File: config.mk
export PLATFORM = sky130hd
export DESIGN_NAME = ta_bank
export DESIGN_NICKNAME = d
export VERILOG_FILES = /design/src/rtl/ta_bank.sv
export SDC_FILE = /design/constraint.sdc
export NUM_CORES = 1
export LEC_CHECK = 0
export ABC_AREA = 1
export BUFFER_PORTS_ARGS = -buffer_cell sky130_fd_sc_hd__buf_4
export CORE_MARGIN = 2
export CORE_UTILIZATION = 34
export DETAILED_ROUTE_END_ITERATION = 8
export HOLD_SLACK_MARGIN = 0.15
export PLACE_DENSITY = 0.53
export SETUP_SLACK_MARGIN = 0.2
export SYNTH_ARGS = -nofsm -noshare
export SYNTH_HDL_FRONTEND = slang
export SYNTH_SLANG_ARGS = --single-unit
export TNS_END_PERCENT = 10
File: constraint.sdc
create_clock -name clk -period 4.2 [get_ports clk]
set_clock_uncertainty 0.15 [all_clocks]
set_input_delay 0.21 -clock clk [delete_from_list [all_inputs] [get_ports clk]]
set_output_delay 0.21 -clock clk [all_outputs]
set_load 0.1 [all_outputs]
File: src/rtl/ta_bank.sv
// rtl/ta_bank.sv - clause-level bank of Tsetlin automata with serial Type I/II feedback
//
// Purpose:
//   N_LIT Tsetlin automata forming one clause. EVAL computes the AND of the
//   literals whose automaton is in an include state. In training, UPDATE then
//   visits one automaton per cycle. The stochastic decisions take their random
//   byte from an internal 16-bit Fibonacci LFSR.
//
// Ports:
//   clk          rising-edge clock
//   rst_n        synchronous active-low reset
//   start        request, accepted only while ready=1
//   train        1 = evaluate then train, 0 = inference only
//   fb_type      0 = Type I feedback, 1 = Type II feedback
//   fb_en        0 = training skips every state update
//   literals     literal vector, sampled together with start
//   rd_idx       automaton index for state readback
//   ready        FSM is idle
//   done         one-cycle pulse, clause_out valid
//   clause_out   registered clause result
//   include_mask MSB of every automaton state
//   rd_state     state of automaton rd_idx
module ta_bank #(
  parameter int          N_LIT      = 8,
  parameter int          STATE_BITS = 3,
  parameter int          P_HI       = 224,
  parameter int          P_LO       = 32,
  parameter logic [15:0] LFSR_SEED  = 16'hACE1,
  localparam int         IW         = (N_LIT > 1) ? $clog2(N_LIT) : 1
) (
  input  logic                  clk,
  input  logic                  rst_n,
  input  logic                  start,
  input  logic                  train,
  input  logic                  fb_type,
  input  logic                  fb_en,
  input  logic [N_LIT-1:0]      literals,
  input  logic [IW-1:0]         rd_idx,
  output logic                  ready,
  output logic                  done,
  output logic                  clause_out,
  output logic [N_LIT-1:0]      include_mask,
  output logic [STATE_BITS-1:0] rd_state
);

  typedef enum logic [1:0] {S_IDLE, S_EVAL, S_UPDATE, S_DONE} state_e;

  localparam logic [15:0]           SEED    = (LFSR_SEED == 16'h0000) ? 16'hACE1 : LFSR_SEED;
  localparam logic [STATE_BITS-1:0] ST_INIT = STATE_BITS'((1 << (STATE_BITS - 1)) - 1);
  localparam logic [STATE_BITS-1:0] ST_MAX  = {STATE_BITS{1'b1}};
  // 9-bit thresholds so that 256 means "always" against an 8-bit random byte
  localparam logic [8:0]            P_HI_W  = 9'(P_HI);
  localparam logic [8:0]            P_LO_W  = 9'(P_LO);

  state_e                               state_q, state_d;
  logic [N_LIT-1:0][STATE_BITS-1:0]     ta_q, ta_d;
  logic [N_LIT-1:0]                     lit_q, lit_d;
  logic                                 train_q, train_d;
  logic                                 fbt_q, fbt_d;
  logic                                 fben_q, fben_d;
  logic                                 clause_q, clause_d;
  logic [IW-1:0]                        idx_q, idx_d;
  logic [15:0]                          lfsr_q, lfsr_d;
  logic                                 lfsr_fb;

  function automatic logic [STATE_BITS-1:0] ta_next(
    input logic [STATE_BITS-1:0] cur,
    input logic                  lit,
    input logic                  cl,
    input logic                  ft,
    input logic [7:0]            r
  );
    logic up;
    logic dn;
    logic hi_ok;
    logic lo_ok;
    up    = 1'b0;
    dn    = 1'b0;
    hi_ok = ({1'b0, r} < P_HI_W);
    lo_ok = ({1'b0, r} < P_LO_W);
    if (!ft) begin
      if (cl && lit) up = hi_ok;
      else           dn = lo_ok;
    end else begin
      // Type II only pushes excluded automata of false literals toward include
      up = cl && !lit && !cur[STATE_BITS-1];
    end
    if (up && cur != ST_MAX)       return cur + 1'b1;
    else if (dn && cur != '0)      return cur - 1'b1;
    else                           return cur;
  endfunction

  always_comb begin
    for (int i = 0; i < N_LIT; i++) include_mask[i] = ta_q[i][STATE_BITS-1];
  end

  // Decoded readback avoids out-of-range indexing when N_LIT is not a power of two
  always_comb begin
    rd_state = '0;
    for (int i = 0; i < N_LIT; i++) begin
      if (rd_idx == IW'(i)) rd_state = ta_q[i];
    end
  end

  assign lfsr_fb    = lfsr_q[0] ^ lfsr_q[2] ^ lfsr_q[3] ^ lfsr_q[5];
  assign ready      = (state_q == S_IDLE);
  assign done       = (state_q == S_DONE);
  assign clause_out = clause_q;

  always_comb begin
    state_d  = state_q;
    ta_d     = ta_q;
    lit_d    = lit_q;
    train_d  = train_q;
    fbt_d    = fbt_q;
    fben_d   = fben_q;
    clause_d = clause_q;
    idx_d    = idx_q;
    lfsr_d   = lfsr_q;
    case (state_q)
      S_IDLE: begin
        if (start) begin
          lit_d   = literals;
          train_d = train;
          fbt_d   = fb_type;
          fben_d  = fb_en;
          idx_d   = '0;
          state_d = S_EVAL;
        end
      end
      S_EVAL: begin
        // An empty clause is true while learning so Type I can start including
        if (include_mask == '0) clause_d = train_q;
        else                    clause_d = &(lit_q | ~include_mask);
        state_d = (train_q && fben_q) ? S_UPDATE : S_DONE;
      end
      S_UPDATE: begin
        for (int i = 0; i < N_LIT; i++) begin
          if (idx_q == IW'(i)) ta_d[i] = ta_next(ta_q[i], lit_q[i], clause_q, fbt_q, lfsr_q[7:0]);
        end
        lfsr_d = {lfsr_fb, lfsr_q[15:1]};
        idx_d  = idx_q + 1'b1;
        if (idx_q == IW'(N_LIT - 1)) state_d = S_DONE;
      end
      S_DONE: begin
        state_d = S_IDLE;
      end
      default: begin
        state_d = S_IDLE;
      end
    endcase
  end

  always_ff @(posedge clk) begin
    if (!rst_n) begin
      state_q  <= S_IDLE;
      ta_q     <= {N_LIT{ST_INIT}};
      lit_q    <= '0;
      train_q  <= 1'b0;
      fbt_q    <= 1'b0;
      fben_q   <= 1'b0;
      clause_q <= 1'b0;
      idx_q    <= '0;
      lfsr_q   <= SEED;
    end else begin
      state_q  <= state_d;
      ta_q     <= ta_d;
      lit_q    <= lit_d;
      train_q  <= train_d;
      fbt_q    <= fbt_d;
      fben_q   <= fben_d;
      clause_q <= clause_d;
      idx_q    <= idx_d;
      lfsr_q   <= lfsr_d;
    end
  end

endmodule
==> run_results.csv, run 1 <==
group,metric,value,unit
outcome,status,"complete, no violations",
yosys,synthMuxAreaShare,0,
route,ant_nets,0,
power_and_ir_drop,p_total,1.80,mW
global_routing,grt_overflow,0,
yosys,async_flop_share,0,
yosys,synth_xor_area_frac,0.00765,
finish,diodes,0,
clock_network,cts_tree,"done",
clock_network,postCtsHoldBufs,12,
worst_setup_path,r2r.worst_path.cells,10,
clock_network,numCtsBuffers,9,
yosys,syn_nets,551,
clock_network,htree_num_levels,3,
clock_network,cts_resized,0,
yosys,synth.area.top_cells,"dfxtp_1, nand2_1, nor2_1",
sta,timing.hold.ws,0.171,ns
hold_path,holdPathStages,4,
global_routing,grt_usage,0.168,
yosys,synth-edff-count,0,
yosys,synth_top_family_by_area,"simple AND/OR/NAND/NOR gates",
sta,hold_viol_final,0,
clock_network,clock_tree.root_cell,"clkbuf_8",
finish,drive_gt1_frac,0.123,
worst_setup_path,crit_chain,"inv_1 > ha_1 > buf_4 > inv_2 > nor2_1 > nand2_1 > a21oi_2 > inv_1 > nand2_1 > nand3_1",
power_and_ir_drop,p_sw_frac,0.387,
yosys,synth.most_common_cell,"nand2_1",
yosys,synth_seq_cells,57,
worst_setup_path,critPathMaxFanout,25,
route,post-route-drc-count,0,
sta,maxSlewViolCount,0,
floorplanning,row_count,36,
power_and_ir_drop,ir_drop,0.351,mV
sta,worst_pin_slew,0.509,ns
placement,gp_congestion,0.817,
power_and_ir_drop,p_int,1.10,mW
clock_network,post_cts_buffers,0,
placement,placed_cells,659,
clock_network,cts.sinks,57,
worst_setup_path,critPathMaxStageDelay,0.34,ns
floorplanning,die_w,104,um
route,viasPerCell,4.87,
finish,fin_nets,584,
route,wl,8.81,mm
worst_setup_path,cp_slowest_cell,"dfxtp_1",
clock_network,cts_buffer_depth,2,
sta,max-slew-margin-rel,0.661,
yosys,mappedNetlistArea,3430,sq um
route,first_iter_violations,232,
floorplanning,start_util,0.351,
clock_network,clk_pin_slew,0.07,ns
placement,numPortBuffers,30,
power_and_ir_drop,power.switching,696,uW
flow_run,drv_cap,0,
global_routing,grt_pass1_wl,14.9,mm
global_routing,grt_max_degree,50,
worst_setup_path,critPathArrivalTime,2.34,ns
power_and_ir_drop,seqPwrFrac,0.418,
clock_network,insertion_delay,0.35,ns
sta,rsz0062_at_grt,"false",
finish,stdcell_count,687,
yosys,avgSynthCellArea,6.65,sq um
route,drtPass1Iterations,5,
route,dr_total_vias,3348,
power_and_ir_drop,power_leakage,1.80,nW
sta,post-route-min-period,2.28,ns
sta,fin_tns_setup,0,ns
yosys,syn-instance-count,516,
yosys,ys.flop_type,"dfxtp_1",
route,wl_per_cell,12.8,um
placement,dpl_cell_area,3710,sq um
floorplanning,dieArea,10900,sq um
yosys,synthTopCellsByCount,"nand2_1, nor2_1, dfxtp_1",
worst_setup_path,endpoint_kind,"flip-flop",
placement,hpwl,6.31,mm
power_and_ir_drop,combPwrFrac,0.283,
sta,period_share,0.542,
floorplanning,die_y,104,um
worst_setup_path,critPathLaunchType,"flip-flop",
global_routing,antenna_found_initial,0,
finish,post-route-cell-area,4030,sq um
yosys,synth_top_cell_by_area,"dfxtp_1",
yosys,yosys_warnings,0,
yosys,synth_adder_area_share,0.0831,
worst_setup_path,critPathKind,"flip-flop to flip-flop",
power_and_ir_drop,power.density,445,nW/um^2
sta,finalSetupViolCount,0,
power_and_ir_drop,pwr-share-clk,0.299,
sta,max_freq,439,MHz
global_routing,grt_pass1_vias,3053,
yosys,synth_compound_area_frac,0.0926,
yosys,yosysTopAreaCellShare,0.332,
finish,area_growth,17.5,%
hold_path,hp-class,"primary input to flip-flop",
yosys,synth_simple_gate_area_share,0.404,
floorplanning,core,9770,sq um
floorplanning,io_pins,31,
yosys,seq_area_frac_synth,0.332,
worst_setup_path,critical_path_required,4.26,ns
yosys,synth_cell_types,32,
cells in the final DEF (no fill, tap or decap), drive strengths merged:
| master | instances |
|---|---|
| or2 | 6 |
| nor3 | 9 |
| nor2 | 78 |
| ha | 10 |
| o211ai | 1 |
| xnor2 | 2 |
| clkinv | 4 |
| dfxtp | 57 |
| buf | 31 |
| dlygate4sd3 | 12 |
| nor4 | 2 |
| o22ai | 4 |
| xor2 | 1 |
| bufinv | 1 |
| clkbuf | 10 |
| fa | 8 |
| nand4 | 14 |
| a21boi | 1 |
| nand2 | 153 |
| inv | 39 |
| clkinvlp | 2 |
| nand3b | 4 |
| a21oi | 29 |
| o21ai | 25 |
| nand3 | 51 |
critical path, delay by kind of cell (launching register included):
| kind | cells | cell delay (ns) |
|---|---|---|
| AOI/OAI and AO/OA | 1 | 0.24 |
| adders and majority gates | 1 | 0.15 |
| DFF | 1 | 0.34 |
| buffers and inverters | 4 | 0.66 |
| and+or+nand+nor | 4 | 0.59 |
worst paths after layout:
path,from,end,slack (ns)
worst max-delay path,state_q[0]$_SDFFE_PN0P_,ta_q[0]$_SDFFE_PN1P_,1.92
worst min-delay path,start,idx_q[0]$_SDFFE_PN0P_,0.17
worst max register to register,state_q[0]$_SDFFE_PN0P_,ta_q[0]$_SDFFE_PN1P_,1.92
worst min register to register,lfsr_q[11]$_SDFFE_PN1P_,lfsr_q[11]$_SDFFE_PN1P_,0.31
flip-flops by register name, summed over array words and instances, names as in the netlist:
register	cells
fbt_q	1
include_mask	8
clause_out	1
idx_q	3
lfsr_q	16
state_q	2
train_q	1
lit_q	8
ta_q	16
fben_q	1
area by class of cell:
type,count,area (sq um)
sequential,57,1140
inverter,40,150
fill,1050,5740
multi-input combinational,398,2020
clock inverter,6,67.6
timing repair buffer,43,353
clock buffer,10,138
tap,133,166
stage by stage:
stage | worst slack (ns) | utilization
after floorplan | 1.59 | -
after global placement | 1.95 | 0.379
after detailed placement | 1.93 | 0.379
after CTS | 1.93 | 0.413
after global routing | 1.72 | 0.413
final | 1.92 | 0.413
logic make-up after synthesis:
logic type | after synthesis
xor gates and xnor gates | 3
AOI/OAI and AO/OA | 60
adders and majority gates | 18
buffers and inverters | 61
DFF | 57
and+or+nand+nor | 317
power groups by stage:
stage	Combinational (mW)	Sequential [mW]	Clock, mW
after floorplan	0.398	0.733	0
after global placement	0.496	0.760	0
after detailed placement	0.498	0.762	0
after CTS	0.509	0.751	0.554
after global routing	0.573	0.766	0.584
final	0.508	0.751	0.536
per-layer routing:
metal	up-vias	global-route usage	part of all wire
li1	1731	-	-
met1	1534	0.239	0.52
met2	70	0.254	0.42
met3	13	0.0282	0.041
met4	0	0.0637	0.018
met5	-	0	0
Note: power is estimated with default switching activity, not from simulation.
==> inputs of run 2 (changes only) <==
- clock period: 4.2 -> 2.4 ns (I/O delays scaled with it)
==> run 2 against run 1 <==
- utilization grew 1.1 points
- register-to-register slack lost 1.5 ns
- clock power grew 96%
- non-clock buffer count grew 9
- global-route usage grew 0.61 points
- sequential power grew 73%
- sequential share of layout area shrank 0.56 points
- first-iteration DRC count shrank 34%
- largest power group unchanged
==> run_results.csv, run 2 (same netlist as run 1, synthesis figures left out) <==
group,metric,value,unit
placement,hpwl,6.34,mm
finish,multiInputGateArea,2020,sq um
sta,fin_tns_setup,0,ns
clock_network,cts.sinks,57,
finish,fin_nets,593,
floorplanning,dieArea,10900,sq um
sta,max-slew-margin-rel,0.669,
floorplanning,start_util,0.351,
outcome,status,"complete, no violations",
placement,placed_cells,664,
finish,post-route-cell-area,4140,sq um
finish,drive_gt1_frac,0.140,
sta,maxSlewViolCount,0,
placement,numPortBuffers,30,
finish,diodes,0,
global_routing,grt_max_degree,49,
global_routing,grt_usage,0.174,
clock_network,numCtsBuffers,9,
floorplanning,core,9770,sq um
route,ant_nets,0,
floorplanning,io_pins,31,
route,viasPerCell,4.82,
sta,post-route-min-period,1.99,ns
floorplanning,row_count,36,
route,post-route-drc-count,0,
sta,worst_pin_slew,0.496,ns
clock_network,cts_buffer_depth,2,
worst_setup_path,critical_path_required,2.47,ns
power_and_ir_drop,ir_drop,0.798,mV
route,first_iter_violations,152,
global_routing,grt_pass1_wl,15.2,mm
finish,stdcell_count,696,
route,drtPass1Iterations,4,
sta,max_freq,502,MHz
worst_setup_path,critPathLaunchType,"flip-flop",
route,dr_total_vias,3357,
global_routing,grt_overflow,0,
power_and_ir_drop,power.density,802,nW/um^2
finish,area_growth,20.5,%
placement,pre_cts_ws,0.357,ns
clock_network,insertion_delay,0.36,ns
finish,final_common_cell,"nand2_1",
worst_setup_path,critPathKind,"flip-flop to flip-flop",
sta,setup_ws,0.408,ns
placement,dpl_cell_area,3750,sq um
finish,fillers,1026,
clock_network,clk_pin_slew,0.08,ns
finish,top_regs,"lfsr_q x16, ta_q x16",
power_and_ir_drop,power_leakage,1.86,nW
sta,rsz0062_at_grt,"false",
sta,period_share,0.830,
finish,final_cell_mix,"nand2_1, nor2_1, dfxtp_1, nand3_1, buf_4",
clock_network,clock_tree.root_cell,"clkbuf_8",
worst_setup_path,endpoint_kind,"flip-flop",
floorplanning,die_y,104,um
finish,regArea,1150,sq um
flow_run,drv_cap,0,
clock_network,htree_num_levels,3,
route,wl_per_cell,12.8,um
hold_path,hp-class,"flip-flop to flip-flop",
sta,hold_viol_final,0,
clock_network,cts_tree,"done",
worst_setup_path,critPathArrivalTime,2.06,ns
global_routing,antenna_found_initial,0,
floorplanning,die_w,104,um
worst_setup_path,critPathMaxFanout,5,
sta,finalSetupViolCount,0,
global_routing,grt_pass1_vias,3228,
placement,gp_congestion,0.842,
route,wl,8.90,mm
-- run 2: per-stage QoR --
step            util  power, mW  hold slack [ns]
3_3_place_gp   0.384       2.24            0.223
2_1_floorplan      -       1.98            0.134
6_report       0.423       3.32            0.315
3_5_place_dp   0.384       2.25            0.230
4_1_cts        0.421       3.34            0.319
5_1_grt        0.423       3.54            0.342
-- run 2: worst paths after layout --
| kind | start | to | slack, ns | cells after the start |
|---|---|---|---|---|
| max | state_q[0]$_SDFFE_PN0P_ | ta_q[0]$_SDFFE_PN1P_ | 0.41 | 9 |
| min | lfsr_q[11]$_SDFFE_PN1P_ | lfsr_q[11]$_SDFFE_PN1P_ | 0.32 | 2 |
| max reg2reg | state_q[0]$_SDFFE_PN0P_ | ta_q[0]$_SDFFE_PN1P_ | 0.41 | 9 |
| min reg2reg | lfsr_q[11]$_SDFFE_PN1P_ | lfsr_q[11]$_SDFFE_PN1P_ | 0.32 | 2 |
-- run 2: power breakdown --
group          internal (mW)  leakage (nW)  switching (mW)
sequential              1.13         0.467           0.175
combinational          0.333          1.28           0.624
clock                  0.594         0.107           0.460
total                   2.06          1.86            1.26
-- run 2: critical path, stage by stage (launching register included) --
cell	delay, ns
dfxtp_1	0.35
inv_1	0.11
ha_1	0.21
inv_2	0.06
nor2_1	0.37
nand2_1	0.16
a21oi_2	0.24
inv_1	0.08
nand2_1	0.06
nand3_1	0.05
-- run 2: final cells by class --
cell class,count,share of cell area
inverter,40,0.0369
tap,133,0.0402
multi-input combinational,398,0.488
timing repair buffer,52,0.103
clock buffer,9,0.0299
sequential,57,0.277
clock inverter,7,0.0245
-- run 2: layer usage --
metal / GRT usage / up-vias / part of all wire
met1: 0.233 / 1500 / 0.47
met2: 0.270 / 93 / 0.44
li1: - / 1748 / -
met5: 0 / - / 0
met4: 0.0656 / 0 / 0.019
met3: 0.0451 / 16 / 0.064
-- run 2: repair_timing --
item / CTS / global route
hold buffers: 14 / 0
gates resized for setup: 0 / 4
setup endpoints to repair: 0 / 6
setup buffers: 0 / 2
hold endpoints to repair: 20 / 0
==> inputs of run 3 (changes only) <==
- PLACE_DENSITY: 0.53 -> 0.54
- clock period: 2.4 -> 1.7 ns (I/O delays scaled with it)
==> run 3 against run 2 <==
- the flow now finishes with violations (negative setup slack)
- power grew 51%
- first-iteration DRC count fell by 3.3%
- combinational power increased by 89%
- die area is the same
- flip-flop and latch count unchanged
- critical path type unchanged
- critical endpoint is now include_mask[5]$_SDFFE_PN0P_
==> run_results.csv, run 3 (same netlist as run 1, synthesis figures left out) <==
group,metric,value,unit
outcome,status,"finished, violations left",
outcome,violations,"negative setup slack",
global_routing,grt_pass1_wl,16.4,mm
clock_network,cts_tree,"done",
hold_path,hp-class,"flip-flop to flip-flop",
sta,worst_pin_slew,0.503,ns
worst_setup_path,critPathLaunchType,"flip-flop",
clock_network,clock_tree.root_cell,"clkbuf_8",
worst_setup_path,endpoint_kind,"flip-flop",
placement,hpwl,7.15,mm
route,dr_total_vias,3646,
sta,finalSetupViolCount,13,
floorplanning,row_count,36,
power_and_ir_drop,ir_drop,1.06,mV
global_routing,grt_usage,0.187,
placement,gp_congestion,0.824,
finish,fillers,980,
global_routing,antenna_found_initial,0,
route,first_iter_violations,147,
worst_setup_path,critPathKind,"flip-flop to flip-flop",
finish,area_growth,41.4,%
sta,post-route-min-period,1.83,ns
sta,maxSlewViolCount,0,
worst_setup_path,r2r.worst_path.cells,13,
power_and_ir_drop,power_leakage,2.18,nW
finish,stdcell_count,758,
finish,multiInputGateArea,2190,sq um
placement,dpl_cell_area,4220,sq um
worst_setup_path,cp-startpoint,"clause_out$_SDFFE_PN0P_",
power_and_ir_drop,power.density,1030,nW/um^2
floorplanning,die_y,104,um
sta,period_share,1.08,
clock_network,htree_num_levels,3,
finish,final_common_cell,"nand2_1",
placement,numPortBuffers,30,
global_routing,grt_max_degree,28,
placement,placed_cells,723,
route,ant_nets,0,
power_and_ir_drop,p_total,5.00,mW
floorplanning,dieArea,10900,sq um
worst_setup_path,regToRegEndpoint,"include_mask[5]$_SDFFE_PN0P_",
worst_setup_path,critPathMaxFanout,7,
finish,fin_nets,655,
finish,regArea,1160,sq um
route,viasPerCell,4.81,
flow_run,drv_cap,0,
route,wl_per_cell,12.8,um
clock_network,insertion_delay,0.34,ns
clock_network,cts.sinks,57,
floorplanning,io_pins,31,
sta,rsz0062_at_grt,"true",
sta,setup_ws,-0.135,ns
sta,hold_viol_final,0,
sta,max-slew-margin-rel,0.662,
floorplanning,start_util,0.351,
finish,drive_gt1_frac,0.310,
clock_network,cts_buffer_depth,2,
worst_setup_path,critPathArrivalTime,1.92,ns
global_routing,grt_pass1_vias,3492,
floorplanning,die_w,104,um
worst_setup_path,crit_end,"include_mask[5]$_SDFFE_PN0P_",
clock_network,numCtsBuffers,9,
finish,top_regs,"lfsr_q x16, ta_q x16",
sta,max_freq,545,MHz
route,wl,9.72,mm
worst_setup_path,r2r-start,"clause_out$_SDFFE_PN0P_",
clock_network,clk_pin_slew,0.07,ns
route,post-route-drc-count,0,
finish,final_cell_mix,"nand2_1, buf_4, nor2_1, dfxtp_1, nand3_1",
worst_setup_path,critical_path_required,1.79,ns
global_routing,grt_overflow,0,
route,drtPass1Iterations,4,
finish,diodes,0,
worst_setup_path,r2r_slack,-0.13,ns
floorplanning,core,9770,sq um
finish,post-route-cell-area,4860,sq um
[run 3: power breakdown]
part	internal, mW	total, mW	leakage [nW]	switching [mW]
logic	0.763	1.81	1.61	1.04
clock network	0.765	1.38	0.104	0.612
registers	1.61	1.81	0.467	0.205
[run 3: stage by stage]
step / utilization / hold slack [ns] / worst slack, ns / TNS, ns
3_3_place_gp: 0.432 / 0.187 / -0.139 / -1.05
6_report: 0.497 / 0.315 / -0.135 / -0.969
2_1_floorplan: - / 0.0989 / -0.332 / -5.89
4_1_cts: 0.486 / 0.317 / -0.125 / -0.969
5_1_grt: 0.497 / 0.350 / -0.275 / -3.12
3_5_place_dp: 0.432 / 0.193 / -0.179 / -1.51
[run 3: per-layer routing]
layer  vias to the layer above  part of all wire  global-route usage
met4                         0             0.022              0.0782
li1                       1878                 -                   -
met2                        75              0.45               0.296
met5                         -                 0                   0
met1                      1674              0.48               0.249
met3                        19             0.047              0.0357
[run 3: worst min-delay path by stage]
stage	start	endpoint	slack [ns]	cells after the start
finish	lfsr_q[13]$_SDFFE_PN1P_	lfsr_q[13]$_SDFFE_PN1P_	0.31	2
detailed placement	train	train_q$_SDFFE_PN0P_	0.19	3
global placement	fb_en	fben_q$_SDFFE_PN0P_	0.19	3
global route	lfsr_q[13]$_SDFFE_PN1P_	lfsr_q[13]$_SDFFE_PN1P_	0.35	2
floorplan	fb_en	fben_q$_SDFFE_PN0P_	0.1	2
CTS	lfsr_q[13]$_SDFFE_PN1P_	lfsr_q[13]$_SDFFE_PN1P_	0.32	2
[run 3: repair_timing]
item	4_1_cts	5_1_grt
endpoints found under the hold margin	29	0
pin swaps	13	9
hold buffers	13	0
setup buffers	5	1
setup endpoints to repair	34	38
gates resized for setup	51	30
[run 3: cell type report]
cell class | instances | area share
Multi-Input combinational cell | 398 | 0.451
Sequential cell | 57 | 0.239
Timing Repair Buffer | 114 | 0.198
Tap cell | 133 | 0.0343
Inverter | 40 | 0.0332
Clock buffer | 10 | 0.0307
Clock inverter | 6 | 0.0131
[run 3: worst max-delay path, stage by stage, from the launching register on]
cell	delay [ns]
dfxtp_4	0.40
buf_6	0.13
nand2_2	0.06
nor2_2	0.07
nand2_1	0.06
nand2_2	0.08
nand2_2	0.07
fa_2	0.35
inv_1	0.06
nand2_1	0.04
nand2_1	0.07
nand3_1	0.08
nand2_1	0.06
nor2_1	0.05
